<file path="config.mk">
export PLATFORM = sky130hd
export DESIGN_NAME = uart_tx_arbiter
export DESIGN_NICKNAME = d
export VERILOG_FILES = /design/src/rtl/uart_pkg.sv /design/src/rtl/uart_tx_arbiter_rr.sv /design/src/rtl/uart_tx_arbiter.sv
export SDC_FILE = /design/constraint.sdc
export NUM_CORES = 1
export LEC_CHECK = 0
export CORE_ASPECT_RATIO = 1.25
export CORE_MARGIN = 2
export CORE_UTILIZATION = 25
export DETAILED_ROUTE_END_ITERATION = 8
export SLEW_MARGIN = 20
export SYNTH_ARGS = -nofsm -noshare
export SYNTH_HDL_FRONTEND = slang
export SYNTH_HIERARCHICAL = 1
export SYNTH_SLANG_ARGS = --single-unit
</file>
<file path="constraint.sdc">
create_clock -name clk -period 5.07 [get_ports clk]
set_input_delay 1.014 -clock clk [delete_from_list [all_inputs] [get_ports clk]]
set_output_delay 1.014 -clock clk [all_outputs]
set_load 0.02 [all_outputs]
</file>
<file path="src/rtl/uart_pkg.sv">
// Shared types and constants for the arbitrated 8N1 UART transmitter.
package uart_pkg;

  typedef enum logic [1:0] {IDLE, START, DATA, STOP} state_e;

  localparam int   DEFAULT_WIDTH        = 8;
  localparam int   DEFAULT_CLKS_PER_BIT = 868;
  localparam int   FRAME_BITS           = DEFAULT_WIDTH + 2;
  localparam logic TX_IDLE              = 1'b1;

  function automatic int frame_bits(input int width);
    return width + 2;
  endfunction

endpackage

</file>
<file path="src/rtl/uart_tx_arbiter_rr.sv">
// Round-robin search starting one past ptr; one-hot grant plus encoded index.
module rr_arbiter
  import uart_pkg::*;
#(
  parameter int NUM_REQ = 4
) (
  input  logic [NUM_REQ-1:0]         req,
  input  logic [$clog2(NUM_REQ)-1:0] ptr,
  input  logic                       en,
  output logic [NUM_REQ-1:0]         grant,
  output logic [$clog2(NUM_REQ)-1:0] idx
);

  localparam int IW = $clog2(NUM_REQ);

  always_comb begin
    logic            found;
    int unsigned     cand;
    logic [IW-1:0]   cand_idx;
    grant    = '0;
    idx      = '0;
    found    = 1'b0;
    cand     = 0;
    cand_idx = '0;
    for (int unsigned off = 1; off <= NUM_REQ; off++) begin
      cand     = (32'(ptr) + off) % NUM_REQ;
      cand_idx = IW'(cand);
      if (en && !found && req[cand_idx]) begin
        found           = 1'b1;
        grant[cand_idx] = 1'b1;
        idx             = cand_idx;
      end
    end
  end

endmodule

</file>
<file path="src/rtl/uart_tx_arbiter.sv">
// Round-robin shared UART transmitter: accepts one byte at a time from
// NUM_REQ producers and serialises it as start + WIDTH data (LSB first) + stop.
module uart_tx_arbiter
  import uart_pkg::*;
#(
  parameter int NUM_REQ      = 4,
  parameter int WIDTH        = DEFAULT_WIDTH,
  parameter int CLKS_PER_BIT = DEFAULT_CLKS_PER_BIT
) (
  input  logic                       clk,
  input  logic                       reset,
  input  logic [NUM_REQ-1:0]         req_valid,
  input  logic [NUM_REQ*WIDTH-1:0]   req_data,
  output logic [NUM_REQ-1:0]         req_ready,
  output logic                       tx,
  output logic                       busy,
  output logic [$clog2(NUM_REQ)-1:0] grant_id,
  output logic                       frame_done
);

  localparam int IW = $clog2(NUM_REQ);
  localparam int BW = $clog2(CLKS_PER_BIT);
  localparam int XW = (WIDTH > 1) ? $clog2(WIDTH) : 1;

  state_e            state_q, state_d;
  logic [WIDTH-1:0]  shift_q, shift_d;
  logic [BW-1:0]     baud_q, baud_d;
  logic [XW-1:0]     bit_q, bit_d;
  logic              tx_q, tx_d;
  logic              busy_q, busy_d;
  logic              done_q, done_d;
  logic [IW-1:0]     grant_q, grant_d;
  logic [IW-1:0]     ptr_q, ptr_d;

  logic              baud_end;
  logic              arb_en;
  logic              accept;
  logic [NUM_REQ-1:0] arb_grant;
  logic [IW-1:0]     arb_idx;

  assign baud_end = (baud_q == BW'(CLKS_PER_BIT - 1));
  // Arbitration is also open in the last stop-bit cycle so that the next
  // frame's start bit follows the stop bit with no idle gap.
  assign arb_en   = !reset && ((state_q == IDLE) || (state_q == STOP && baud_end));
  assign accept   = |arb_grant;

  rr_arbiter #(.NUM_REQ(NUM_REQ)) u_rr (
    .req   (req_valid),
    .ptr   (ptr_q),
    .en    (arb_en),
    .grant (arb_grant),
    .idx   (arb_idx)
  );

  always_comb begin
    state_d = state_q;
    shift_d = shift_q;
    baud_d  = baud_end ? '0 : baud_q + 1'b1;
    bit_d   = bit_q;
    tx_d    = tx_q;
    busy_d  = busy_q;
    done_d  = 1'b0;
    grant_d = grant_q;
    ptr_d   = ptr_q;
    case (state_q)
      IDLE: baud_d = '0;
      START: begin
        if (baud_end) begin
          state_d = DATA;
          bit_d   = '0;
          tx_d    = shift_q[0];
        end
      end
      DATA: begin
        if (baud_end) begin
          if (bit_q == XW'(WIDTH - 1)) begin
            state_d = STOP;
            tx_d    = TX_IDLE;
          end else begin
            shift_d = shift_q >> 1;
            bit_d   = bit_q + 1'b1;
            tx_d    = shift_d[0];
          end
        end
      end
      STOP: begin
        done_d = (baud_q == BW'(CLKS_PER_BIT - 2));
        if (baud_end) begin
          state_d = IDLE;
          busy_d  = 1'b0;
        end
      end
      default: state_d = IDLE;
    endcase
    if (accept) begin
      shift_d = req_data[arb_idx*WIDTH +: WIDTH];
      grant_d = arb_idx;
      ptr_d   = arb_idx;
      baud_d  = '0;
      bit_d   = '0;
      busy_d  = 1'b1;
      tx_d    = 1'b0;
      state_d = START;
    end
  end

  always_ff @(posedge clk or posedge reset) begin
    if (reset) begin
      state_q <= IDLE;
      shift_q <= '0;
      baud_q  <= '0;
      bit_q   <= '0;
      tx_q    <= TX_IDLE;
      busy_q  <= 1'b0;
      done_q  <= 1'b0;
      grant_q <= '0;
      ptr_q   <= IW'(NUM_REQ - 1);
    end else begin
      state_q <= state_d;
      shift_q <= shift_d;
      baud_q  <= baud_d;
      bit_q   <= bit_d;
      tx_q    <= tx_d;
      busy_q  <= busy_d;
      done_q  <= done_d;
      grant_q <= grant_d;
      ptr_q   <= ptr_d;
    end
  end

  assign req_ready  = arb_grant;
  assign tx         = tx_q;
  assign busy       = busy_q;
  assign grant_id   = grant_q;
  assign frame_done = done_q;

endmodule

</file>
== Word level (Yosys, flattened, before mapping) ==
Cells that the tools add are included.

* Magnitude comparators: 8
* Equal/unequal tests: 12
* Bitwise gates (word level): 3
* Shifts and indexed selects: 1
* Add/sub/neg operators: 6
* Reductions and logical operators: 30
* Multiplexer cells: 54

{| class="wikitable"
|+ Operators with widths
! operator !! number
|-
| 8-bit two-way mux || 4
|-
| 32-bit by 6-bit indexed part select with 8-bit output || 1
|-
| 10-bit two-way mux || 3
|-
| 10-bit equality test, second input constant || 2
|-
| 1-bit two-way mux || 19
|-
| 2-bit two-way mux || 9
|-
| 4-bit two-way mux || 4
|-
| 3-bit inequality test, second input constant || 5
|-
| 1-bit logical AND || 13
|-
| 2-bit by 3-bit less-than comparator with 1-bit output, second input constant || 4
|-
| 3-bit two-way mux || 4
|-
| 4-bit OR || 3
|-
| 10-bit by 1-bit adder with 10-bit output, second input constant || 1
|-
| 1-bit binary-select mux with 2-bit select || 4
|-
| 1-bit demux with 2-bit select || 4
|-
| 2-bit by 1-bit greater-or-equal comparator with 1-bit output, second input constant || 4
|-
| 2-bit one-hot mux with 3 select lines || 1
|-
| 3-bit one-hot mux with 2 select lines || 1
|-
| 3-bit AND reduction || 2
|-
| 2-bit nonzero test || 3
|-
| 5-bit AND reduction || 1
|-
| 2-bit by 1-bit adder with 2-bit output, second input constant || 2
|-
| 2-bit adder, second input constant || 2
|-
| 2-bit equality test, second input constant || 2
|-
| other kinds (13) || 16
|}

* Input port bits: 38
* Logic and storage cells: 123
* Register bits: 30

== Depth between registers and ports, before layout ==
Gate-level depths: netlist of run 1.

* Depth after elaboration: 21
* Depth in mapped cells: 13

== Hierarchy ==
The synthesis of run 1 kept the hierarchy.

{| class="wikitable"
|+ Modules (own cells, without submodules)
! module !! cells each !! area an instance (um^2) !! sequential area each (um^2) !! instances
|-
| uart_tx_arbiter || 166 || 1,762.9 || 754.5 || 1
|-
| rr_arbiter || 48 || 446.7 || 0.0 || 1
|}

== Worst setup path before layout of run 1 ==
OpenSTA, ideal clock, no wires.

* Path type: input port to flip-flop
* From: input port req_valid[3]
* To: register baud_q[2]
* Setup time: 0.071 ns
* Path slack: 1.507 ns
* Buffers on the path: 2
* Arrival: 3.492 ns
* Stages on the path: 9
* Cells stage by stage: mux4_2 nor2b_1 and3_4 a221o_1 or4_1 clkbuf_1 or3_1 buf_2 nor2_1

* Word-level cells in the longest chain between the ends: 18

{| class="wikitable"
|+ Ends and longest elaborated chain
! what !! RTL line !! source
|-
| start: declaration || uart_tx_arbiter.sv:12 || <nowiki>input logic [NUM_REQ-1:0] req_valid,</nowiki>
|-
| 1-bit binary-select mux with 2-bit select || uart_tx_arbiter_rr.sv:28 || <nowiki>if (en && !found && req[cand_idx]) begin</nowiki>
|-
| 1-bit two-way mux (not written as such) || uart_tx_arbiter_rr.sv:28 ||
|-
| 1-bit logical AND || uart_tx_arbiter_rr.sv:28 ||
|-
| 1-bit two-way mux || uart_tx_arbiter_rr.sv:28 ||
|-
| 1-bit zero test || uart_tx_arbiter_rr.sv:28 ||
|-
| 1-bit logical AND (2 in a row) || uart_tx_arbiter_rr.sv:28 ||
|-
| 1-bit two-way mux || uart_tx_arbiter_rr.sv:28 ||
|-
| 1-bit zero test || uart_tx_arbiter_rr.sv:28 ||
|-
| 1-bit logical AND (2 in a row) || uart_tx_arbiter_rr.sv:28 ||
|-
| 1-bit two-way mux || uart_tx_arbiter_rr.sv:28 ||
|-
| 1-bit zero test || uart_tx_arbiter_rr.sv:28 ||
|-
| 1-bit logical AND (2 in a row) || uart_tx_arbiter_rr.sv:28 ||
|-
| 4-bit two-way mux * || uart_tx_arbiter_rr.sv:28 ||
|-
| net req_ready[1] || uart_tx_arbiter.sv:14 || <nowiki>output logic [NUM_REQ-1:0] req_ready,</nowiki>
|-
| 4-bit OR reduction * || uart_tx_arbiter.sv:45 || <nowiki>assign accept = |arb_grant;</nowiki>
|-
| 10-bit two-way mux * || uart_tx_arbiter.sv:95 || <nowiki>if (accept) begin</nowiki>
|-
| net baud_d[2] || uart_tx_arbiter.sv:27 || <nowiki>logic [BW-1:0] baud_q, baud_d;</nowiki>
|-
| end signal: assignment || uart_tx_arbiter.sv:121 || <nowiki>baud_q <= baud_d;</nowiki>
|-
| end: declaration || uart_tx_arbiter.sv:27 ||
|}

Mark *: on every way through the listed nets, which the timed path passes. The rest lies on a longest branch. The select of a mux whose other input is x is not followed.
A chain may end at the register's enable or synchronous reset.

== Worst setup path in the final report of run 1 ==
* From: register baud_q[4]
* To: output port req_ready[3]

* Word-level cells in the longest chain between the ends: 18

{| class="wikitable"
|+ Ends and longest elaborated chain
! what !! RTL line !! source
|-
| 10-bit equality test * || uart_tx_arbiter.sv:41 || <nowiki>assign baud_end = (baud_q == BW'(CLKS_PER_BIT - 1));</nowiki>
|-
| 1-bit logical AND * || uart_tx_arbiter.sv:44 || <nowiki>assign arb_en = !reset && ((state_q == IDLE) || (state_q == STOP && baud_end));</nowiki>
|-
| 1-bit logical OR * || uart_tx_arbiter.sv:44 ||
|-
| 1-bit logical AND * || uart_tx_arbiter.sv:44 ||
|-
| net arb_en || uart_tx_arbiter.sv:36 || <nowiki>logic arb_en;</nowiki>
|-
| 1-bit logical AND || uart_tx_arbiter_rr.sv:28 ||
|-
| 1-bit two-way mux || uart_tx_arbiter_rr.sv:28 ||
|-
| 1-bit zero test || uart_tx_arbiter_rr.sv:28 ||
|-
| 1-bit logical AND (2 in a row) || uart_tx_arbiter_rr.sv:28 ||
|-
| 1-bit two-way mux || uart_tx_arbiter_rr.sv:28 ||
|-
| 1-bit zero test || uart_tx_arbiter_rr.sv:28 ||
|-
| 1-bit logical AND (2 in a row) || uart_tx_arbiter_rr.sv:28 ||
|-
| 1-bit two-way mux || uart_tx_arbiter_rr.sv:28 ||
|-
| 1-bit zero test || uart_tx_arbiter_rr.sv:28 ||
|-
| 1-bit logical AND (2 in a row) || uart_tx_arbiter_rr.sv:28 ||
|-
| 4-bit two-way mux * || uart_tx_arbiter_rr.sv:28 ||
|-
| end: declaration || uart_tx_arbiter.sv:14 ||
|}

Mark *: on every way through the listed nets, which the timed path passes. The rest lies on a longest branch.

==> metrics.cfg, run 1 <==
[cts]
clk-insertion-delay-late_ps=290
clock_sinks=30
cts_root_buffer=clkbuf_8
cts.repair_timing.setup_buffer_count=0
cts_tree=yes
ctsResizeCount=0
clkSlewWorstSetupHoldPaths_ps=70
htreeDepth=2
ctsHoldBuffers=0
cts_buffers=5
cts_max_path_buffers=2

[sta]
worst_clock_skew_ps=4.99
fmax_ghz=0.219
slew_headroom=0.547
fin_crit_ps=4570
drv_slew=0
hold_viol_final=0
fin_crit_sh=0.902
setup-violations-final=0
tightest_slew_ps=674
fin_setup_tns_ps=0
grt_setup_unrepaired=false

[cells_and_area]
diodes=0
final_core_util=0.331
final_net_count=312
fin_area_sq_um=2870
drive_gt1_frac=0.135
syn_to_final_growth_pct=29.7

[setup_path]
worst-r2r-setup-slack_ps=1130
required_ps=4060
crit_arrival_ps=3560
worstSetupEndpointType=output pin
cp-start-kind=register
criticalPathCategory=reg2out
cp_max_fo=9

[run]
maxCapViolCount=0

[synthesis]
synth_cell_types=52
synth_common_cells=30 x nand2_1, 27 x dfrtp_1, 15 x ha_1
synth_top_area_share=0.306
yosysMostFrequentCell=nand2_1
seq_area_frac_synth=0.341
synth_top_cell_by_area=dfrtp_1
synth_area_per_cell_sq_um=10.3
syn_area_sq_um=2210
ys_warn_count=6
synth-main-ff-cell=dfrtp_1
ys_async_sr_fraction=1.00
synth_area_leaders=dfrtp_1 31%, mux4_2 10%, ha_1 8.5%
synth_edf_count=0
syn_inst=214
synth_nets=267
ys_ff_latch=30

[place]
io_buffer_count=46
placed_cell_area_sq_um=2770
dpl.hpwl_mm=3.71
gp_congestion=0.840

[floorplan]
core_area_sq_um=8650
initial_core_util=0.255
io_pins=47
num_rows=38
dieArea_sq_um=9610
die_h_microns=109
die_w_microns=88.1

[min_path]
hold_path_class=reg2reg

[routing]
vias=1810
routed_wl_mm=4.85
drtPass1Iterations=4
vias_per_cell=4.76
remaining_drc_errors=0
wire_per_inst_microns=12.8
drt_first_iter_violations=46
drtAntennaViolNets=0

[outcome]
status=completed

[power_and_ir_drop]
power_density_nw_per_um2=172
power.leakage_nw=1.10
ir_drop_v=0.0000800

[global_route]
overflow=0
grt_pass1_wl_mm=8.44
antenna_found_initial=0
grt_pass1_vias=1865
grt_max_degree=31
grt.total_usage=0.110

sequential cells by signal, indices dropped and copies added (netlist names):
signal	flops
baud_q	10
grant_id	2
busy	1
bit_q	3
tx	1
state_q	2
shift_q	8
frame_done	1
ptr_q	2
critical path, cell delays in order, from the launching register on:
cell	delay [ps]
dfrtp_1	470
or4b_4	610
nor3_1	400
nand2_1	140
a21oi_1	500
a21boi_0	340
a221o_1	210
clkdlybuf4s50_1	610
logic make-up after synthesis:
| group | Yosys count | synth area share |
|---|---|---|
| adder cells (fa/ha/maj) | 15 | 0.0849 |
| AO/OA/AOI/OAI | 36 | 0.111 |
| XOR/XNOR | 8 | 0.0317 |
| multiplexers | 22 | 0.172 |
| flip-flops | 30 | 0.341 |
| AND/OR/NAND/NOR | 83 | 0.207 |
| buffers and inverters | 20 | 0.0521 |
routing by layer:
layer / wire length (microns) / vias to the layer above / track usage
met5: 0 / - / 0
li1: - / 879 / -
met1: 2000 / 885 / 0.122
met2: 2580 / 40 / 0.203
met4: 61 / 0 / 0.0335
met3: 204 / 6 / 0.0280
area by class of cell:
type                    count  area, sq um
flip-flops and latches     30          754
fillers                   936         5790
repair buffers             50          490
clock buffers               6         82.6
clock inverters             2         12.5
well taps                 120          150
inverters                   8         30.0
multi-input cells         164         1350
power breakdown:
part / internal (W) / switching [W] / leakage (nW)
Combinational: 0.0000336 / 0.0000147 / 0.702
Clock: 0.000109 / 0.0000966 / 0.0472
Sequential: 0.000239 / 0 / 0.346
metrics by stage:
step / hold slack [ps] / worst slack (ps) / instances / power (W)
finish: 479 / 496 / 380 / 0.000493
global route: 511 / 280 / 380 / 0.000512
CTS: 489 / 480 / 380 / 0.000500
detailed placement: 467 / 646 / 372 / 0.000293
global placement: 473 / 720 / 372 / 0.000292
floorplan: 468 / 1510 / 214 / 0.000260
final timing paths:
| path | from | endpoint | cells after the start |
|---|---|---|---|
| max | baud_q[4] | req_ready[3] | 7 |
| min | tx | tx | 2 |
| max reg2reg | ptr_q[0] | baud_q[5] | 9 |
| min reg2reg | tx | tx | 2 |
| max in group asynchronous | reset | ptr_q[0] | 3 |
| min in group asynchronous | reset | bit_q[1] | 3 |
cells in the final DEF (no fill, tap or decap), types with 2 or more instances in the layout:
cell and instances:
nor2_1 14, nor3_1 3, nor4b_1 2, and3_1 3, o21ai_0 4, nand4b_1 2, a21oi_1 6, inv_1 8
nand2_1 30, or4_1 2, o21ai_1 6, clkbuf_8 6, a221o_1 4, dfstp_2 3, xor2_1 6, buf_4 4
mux4_2 10, mux2i_1 9, mux4_1 2, ha_1 15, xnor2_1 2, nand3b_1 4, nand3_1 6, nand4_1 3
nor2b_1 3, a31oi_1 2, a21boi_0 4, clkdlybuf4s50_1 46, dfrtp_1 27
(Power assumes the default switching activity.)
==> inputs of run 2 (changes only) <==
--- a/config.mk
+++ b/config.mk
@@ -7,8 +7,9 @@
 export LEC_CHECK = 0
 export CORE_ASPECT_RATIO = 1.25
 export CORE_MARGIN = 2
-export CORE_UTILIZATION = 25
+export CORE_UTILIZATION = 42
 export DETAILED_ROUTE_END_ITERATION = 8
+export PLACE_DENSITY = 0.77
 export SLEW_MARGIN = 20
 export SYNTH_ARGS = -nofsm -noshare
 export SYNTH_HDL_FRONTEND = slang
==> metrics.cfg, run 2 (synthesis results as in run 1) <==
[cells_and_area]
fillCellCount=456
final_net_count=312
largest_reg_flops=10
largest_registers=baud_q: 10 flops, shift_q: 8 flops, bit_q: 3 flops
diodes=0
largest-register=baud_q
syn_to_final_growth_pct=26.2
mostFrequentLayoutCell=clkdlybuf4s50_1
final_cell_mix=46 x clkdlybuf4s50_1, 30 x nand2_1, 27 x dfrtp_1
drive_gt1_frac=0.131
final_cell_count_no_fill=322

[global_route]
overflow=0
grt_pass1_wl_mm=8.14
grt.total_usage=0.178
grt_pass1_vias=1880
grt_max_degree=19
antenna_found_initial=0

[cts]
cts_buffers=5
ctsHoldBuffers=0
clk-insertion-delay-late_ps=280
clock_sinks=30
cts_max_path_buffers=2
cts_tree=yes
clkSlewWorstSetupHoldPaths_ps=70
cts_root_buffer=clkbuf_8
cts.repair_timing.setup_buffer_count=0
ctsResizeCount=0
htreeDepth=2

[setup_path]
r2r_end=baud_q[7]
critPathTopFamily=simple AND/OR/NAND/NOR gates
path_buf_inv=1
reg2reg_from=ptr_q[0]
worstSetupEndpointType=output pin
worst-r2r-setup-slack_ps=1080
required_ps=4060
reg2reg_depth=9
crit_arrival_ps=3570
cp-start-kind=register
startpoint=baud_q[4]
cpMaxStageDelayCell=clkdlybuf4s50_1
criticalPathCategory=reg2out
max_stage_delay_ps=610
crit_chain=or4b_4 > nor3_1 > nand2_1 > a21oi_1 > and3_1 > a221o_1 > clkdlybuf4s50_1
cp_max_fo=9
crit_cells=7

[sta]
fmax_ghz=0.218
fin_crit_sh=0.905
fin_setup_tns_ps=0
tightest_slew_ps=708
setup-violations-final=0
hold_viol_final=0
fin_crit_ps=4590
slew_headroom=0.524
grt_setup_unrepaired=false
worst_clock_skew_ps=7.81
drv_slew=0

[power_and_ir_drop]
power_density_nw_per_um2=175
power.leakage_nw=1.09
ir_drop_v=0.000158

[floorplan]
initial_core_util=0.435
num_rows=29
core_area_sq_um=5080
dieArea_sq_um=5860
io_pins=47
die_w_microns=68.9
die_h_microns=85.1

[min_path]
hold_depth=2
hold_path_class=reg2reg
hp-start=tx
min_to=tx

[routing]
drtPass1Iterations=6
vias=1822
wire_per_inst_microns=13.9
drt-met1-wl_mm=1.79
dr_wl_met3_microns=192
routed_wl_mm=4.47
vias_per_cell=5.66
drtAntennaViolNets=0
routed-wl-met2_mm=2.44
remaining_drc_errors=0
drt_first_iter_violations=56
highest_layer=met4

[place]
io_buffer_count=46
placed_cells=314
dpl.hpwl_mm=3.41
gp_congestion=0.879

[outcome]
status=completed

[run]
maxCapViolCount=0

## run 2: changes by cell type in the layout (fill, tap and decap cells not counted)
cell / delta
nor4_2: -1
nor4_1: +1
## run 2: cell type report
cell class	count	area, sq um	share of cell area
multi-input combinational	164	1340	0.481
sequential	30	754	0.271
timing repair buffer	50	490	0.176
clock buffer	6	82.6	0.0296
tap	62	77.6	0.0278
inverter	8	30.0	0.0108
clock inverter	2	12.5	0.00449
## run 2: through the flow
step / power (W) / utilization / setup WS (ps) / cell area, sq um / hold slack, ps
floorplan: 0.000260 / - / 1510 / 2210 / 468
global placement: 0.000291 / 0.530 / 741 / 2690 / 463
detailed placement: 0.000293 / 0.530 / 675 / 2690 / 468
CTS: 0.000494 / 0.549 / 491 / 2790 / 482
global route: 0.000508 / 0.549 / 268 / 2790 / 514
finish: 0.000488 / 0.549 / 482 / 2790 / 482
## run 2: worst register-to-register path: cells and delay by family (launching register included)
kind,cells,cell delay (ps)
simple gates,5,1920
flops,1,710
fa+ha+maj,1,380
compound gates,1,380
mux,1,370
buf+inv,1,170
## run 2: worst max path at each step
| stage | to | slack [ps] |
|---|---|---|
| 2_1_floorplan | baud_q[2] | 1510 |
| 3_3_place_gp | req_ready[0] | 740 |
| 3_5_place_dp | req_ready[0] | 680 |
| 4_1_cts | req_ready[0] | 490 |
| 5_1_grt | req_ready[0] | 270 |
| 6_report | req_ready[3] | 480 |
## run 2: routing by layer
layer / global-route usage / vias to the layer above
li1: - / 881
met1: 0.211 / 884
met4: 0.0374 / 0
met5: 0 / -
met3: 0.0424 / 5
met2: 0.318 / 52
## run 2: power by group
group          internal [W]   total, W  switching, W
Sequential         0.000239   0.000239             0
Clock              0.000109   0.000200     0.0000911
Combinational     0.0000336  0.0000481     0.0000145
Total              0.000382   0.000488      0.000106
==> inputs of run 3 (changes only) <==
--- a/config.mk
+++ b/config.mk
@@ -9,6 +9,7 @@
 export CORE_MARGIN = 2
 export CORE_UTILIZATION = 42
 export DETAILED_ROUTE_END_ITERATION = 8
+export GPL_TIMING_DRIVEN = 0
 export PLACE_DENSITY = 0.77
 export SLEW_MARGIN = 20
 export SYNTH_ARGS = -nofsm -noshare
==> metrics.cfg, run 3 (synthesis results as in run 1) <==
[setup_path]
cp-start-kind=register
reg2reg_from=baud_q[4]
worstSetupEndpointType=output pin
r2r_end=shift_q[1]
crit_arrival_ps=3580
criticalPathCategory=reg2out
cp-endpoint=req_ready[1]
cp_max_fo=9
required_ps=4060
worst-r2r-setup-slack_ps=1230
startpoint=baud_q[4]
reg2reg_depth=11

[power_and_ir_drop]
power_frac_clock=0.440
combPwrFrac=0.094
swShare=0.203
power.leakage_nw=1.13
finalPower_w=0.000515
power_density_nw_per_um2=180
ir_drop_v=0.000132
internal-power_w=0.000410
p_sw_w=0.000104
pwr-share-seq=0.465

[global_route]
grt.total_usage=0.177
grt_pass1_vias=1844
overflow=0
grt_pass1_wl_mm=8.05
antenna_found_initial=0
grt_max_degree=31

[cells_and_area]
final_core_util=0.563
fin_area_sq_um=2860
final_net_count=320
largest_registers=baud_q: 10 flops, shift_q: 8 flops, bit_q: 3 flops
drive_gt1_frac=0.142
diodes=0
mostFrequentLayoutCell=clkdlybuf4s50_1
largest_reg_flops=10
final_cell_mix=46 x clkdlybuf4s50_1, 30 x nand2_1, 27 x dfrtp_1
largest-register=baud_q
syn_to_final_growth_pct=29.3

[routing]
vias_per_cell=5.64
wire_per_inst_microns=13.6
drt_first_iter_violations=77
drtAntennaViolNets=0
remaining_drc_errors=0
drtPass1Iterations=4
routed_wl_mm=4.49
vias=1862

[outcome]
status=completed

[cts]
htreeDepth=2
clock_sinks=30
clk-insertion-delay-late_ps=280
cts_max_path_buffers=2
cts_buffers=5
cts_tree=yes
ctsResizeCount=0
cts.repair_timing.setup_buffer_count=0
cts_root_buffer=clkbuf_8
clkSlewWorstSetupHoldPaths_ps=60
ctsHoldBuffers=0

[sta]
hold_slack_ps=471
slew_headroom=0.548
grt_setup_unrepaired=false
tightest_slew_ps=673
fmax_ghz=0.218
drv_slew=0
setup-violations-final=0
hold_viol_final=0
fin_setup_tns_ps=0
worst_clock_skew_ps=7.89
fin_crit_ps=4600
fin_crit_sh=0.906

[run]
maxCapViolCount=0

[floorplan]
dieArea_sq_um=5860
core_area_sq_um=5080
io_pins=47
num_rows=29
die_w_microns=68.9
die_h_microns=85.1
initial_core_util=0.435

[place]
dpl.hpwl_mm=3.40
io_buffer_count=46
placed_cell_area_sq_um=2750
gp_congestion=0.850

[min_path]
hold_path_class=reg2reg

==> run 3: power by group through the flow <==
stage	combinational (W)	clock [W]	sequential (W)
finish	0.0000485	0.000227	0.000240
global route	0.0000529	0.000242	0.000239
CTS	0.0000491	0.000231	0.000239
detailed placement	0.0000490	0	0.000244
global placement	0.0000476	0	0.000244
floorplan	0.0000165	0	0.000244
==> run 3: worst min-delay path by stage <==
stage | start | endpoint | slack [ps] | cells after the start
3_5_place_dp | tx | tx | 470 | 2
4_1_cts | tx | tx | 470 | 2
6_report | tx | tx | 470 | 2
5_1_grt | tx | tx | 500 | 2
3_3_place_gp | busy | busy | 460 | 1
2_1_floorplan | baud_q[0] | baud_q[0] | 470 | 1
==> run 3: through the flow <==
stage / instances / worst slack [ps]
2_1_floorplan: 214 / 1510
3_3_place_gp: 322 / 675
3_5_place_dp: 322 / 635
4_1_cts: 330 / 416
5_1_grt: 330 / 214
6_report: 330 / 475
==> run 3: layout make-up <==
| class | instances | area, sq um |
|---|---|---|
| Fill cell | 461 | 2220 |
| Sequential cell | 30 | 754 |
| Timing Repair Buffer | 46 | 460 |
| Multi-Input combinational cell | 164 | 1340 |
| Buffer | 12 | 85.1 |
| Clock buffer | 8 | 110 |
| Tap cell | 62 | 77.6 |
| Inverter | 8 | 30.0 |
==> run 3: worst max-delay path, stage by stage (launching register included) <==
cell	delay, ps
dfrtp_1	370
buf_6	130
or4b_4	560
nor3_1	390
nand2_1	130
a21oi_1	550
and3_1	330
a221o_1	210
clkdlybuf4s50_1	610
==> run 3: layer usage <==
layer / wire length (microns) / global-route usage / up-vias
li1: - / - / 901
met1: 1910 / 0.224 / 910
met2: 2350 / 0.299 / 46
met3: 171 / 0.0451 / 5
met4: 48 / 0.0374 / 0
met5: 0 / 0 / -
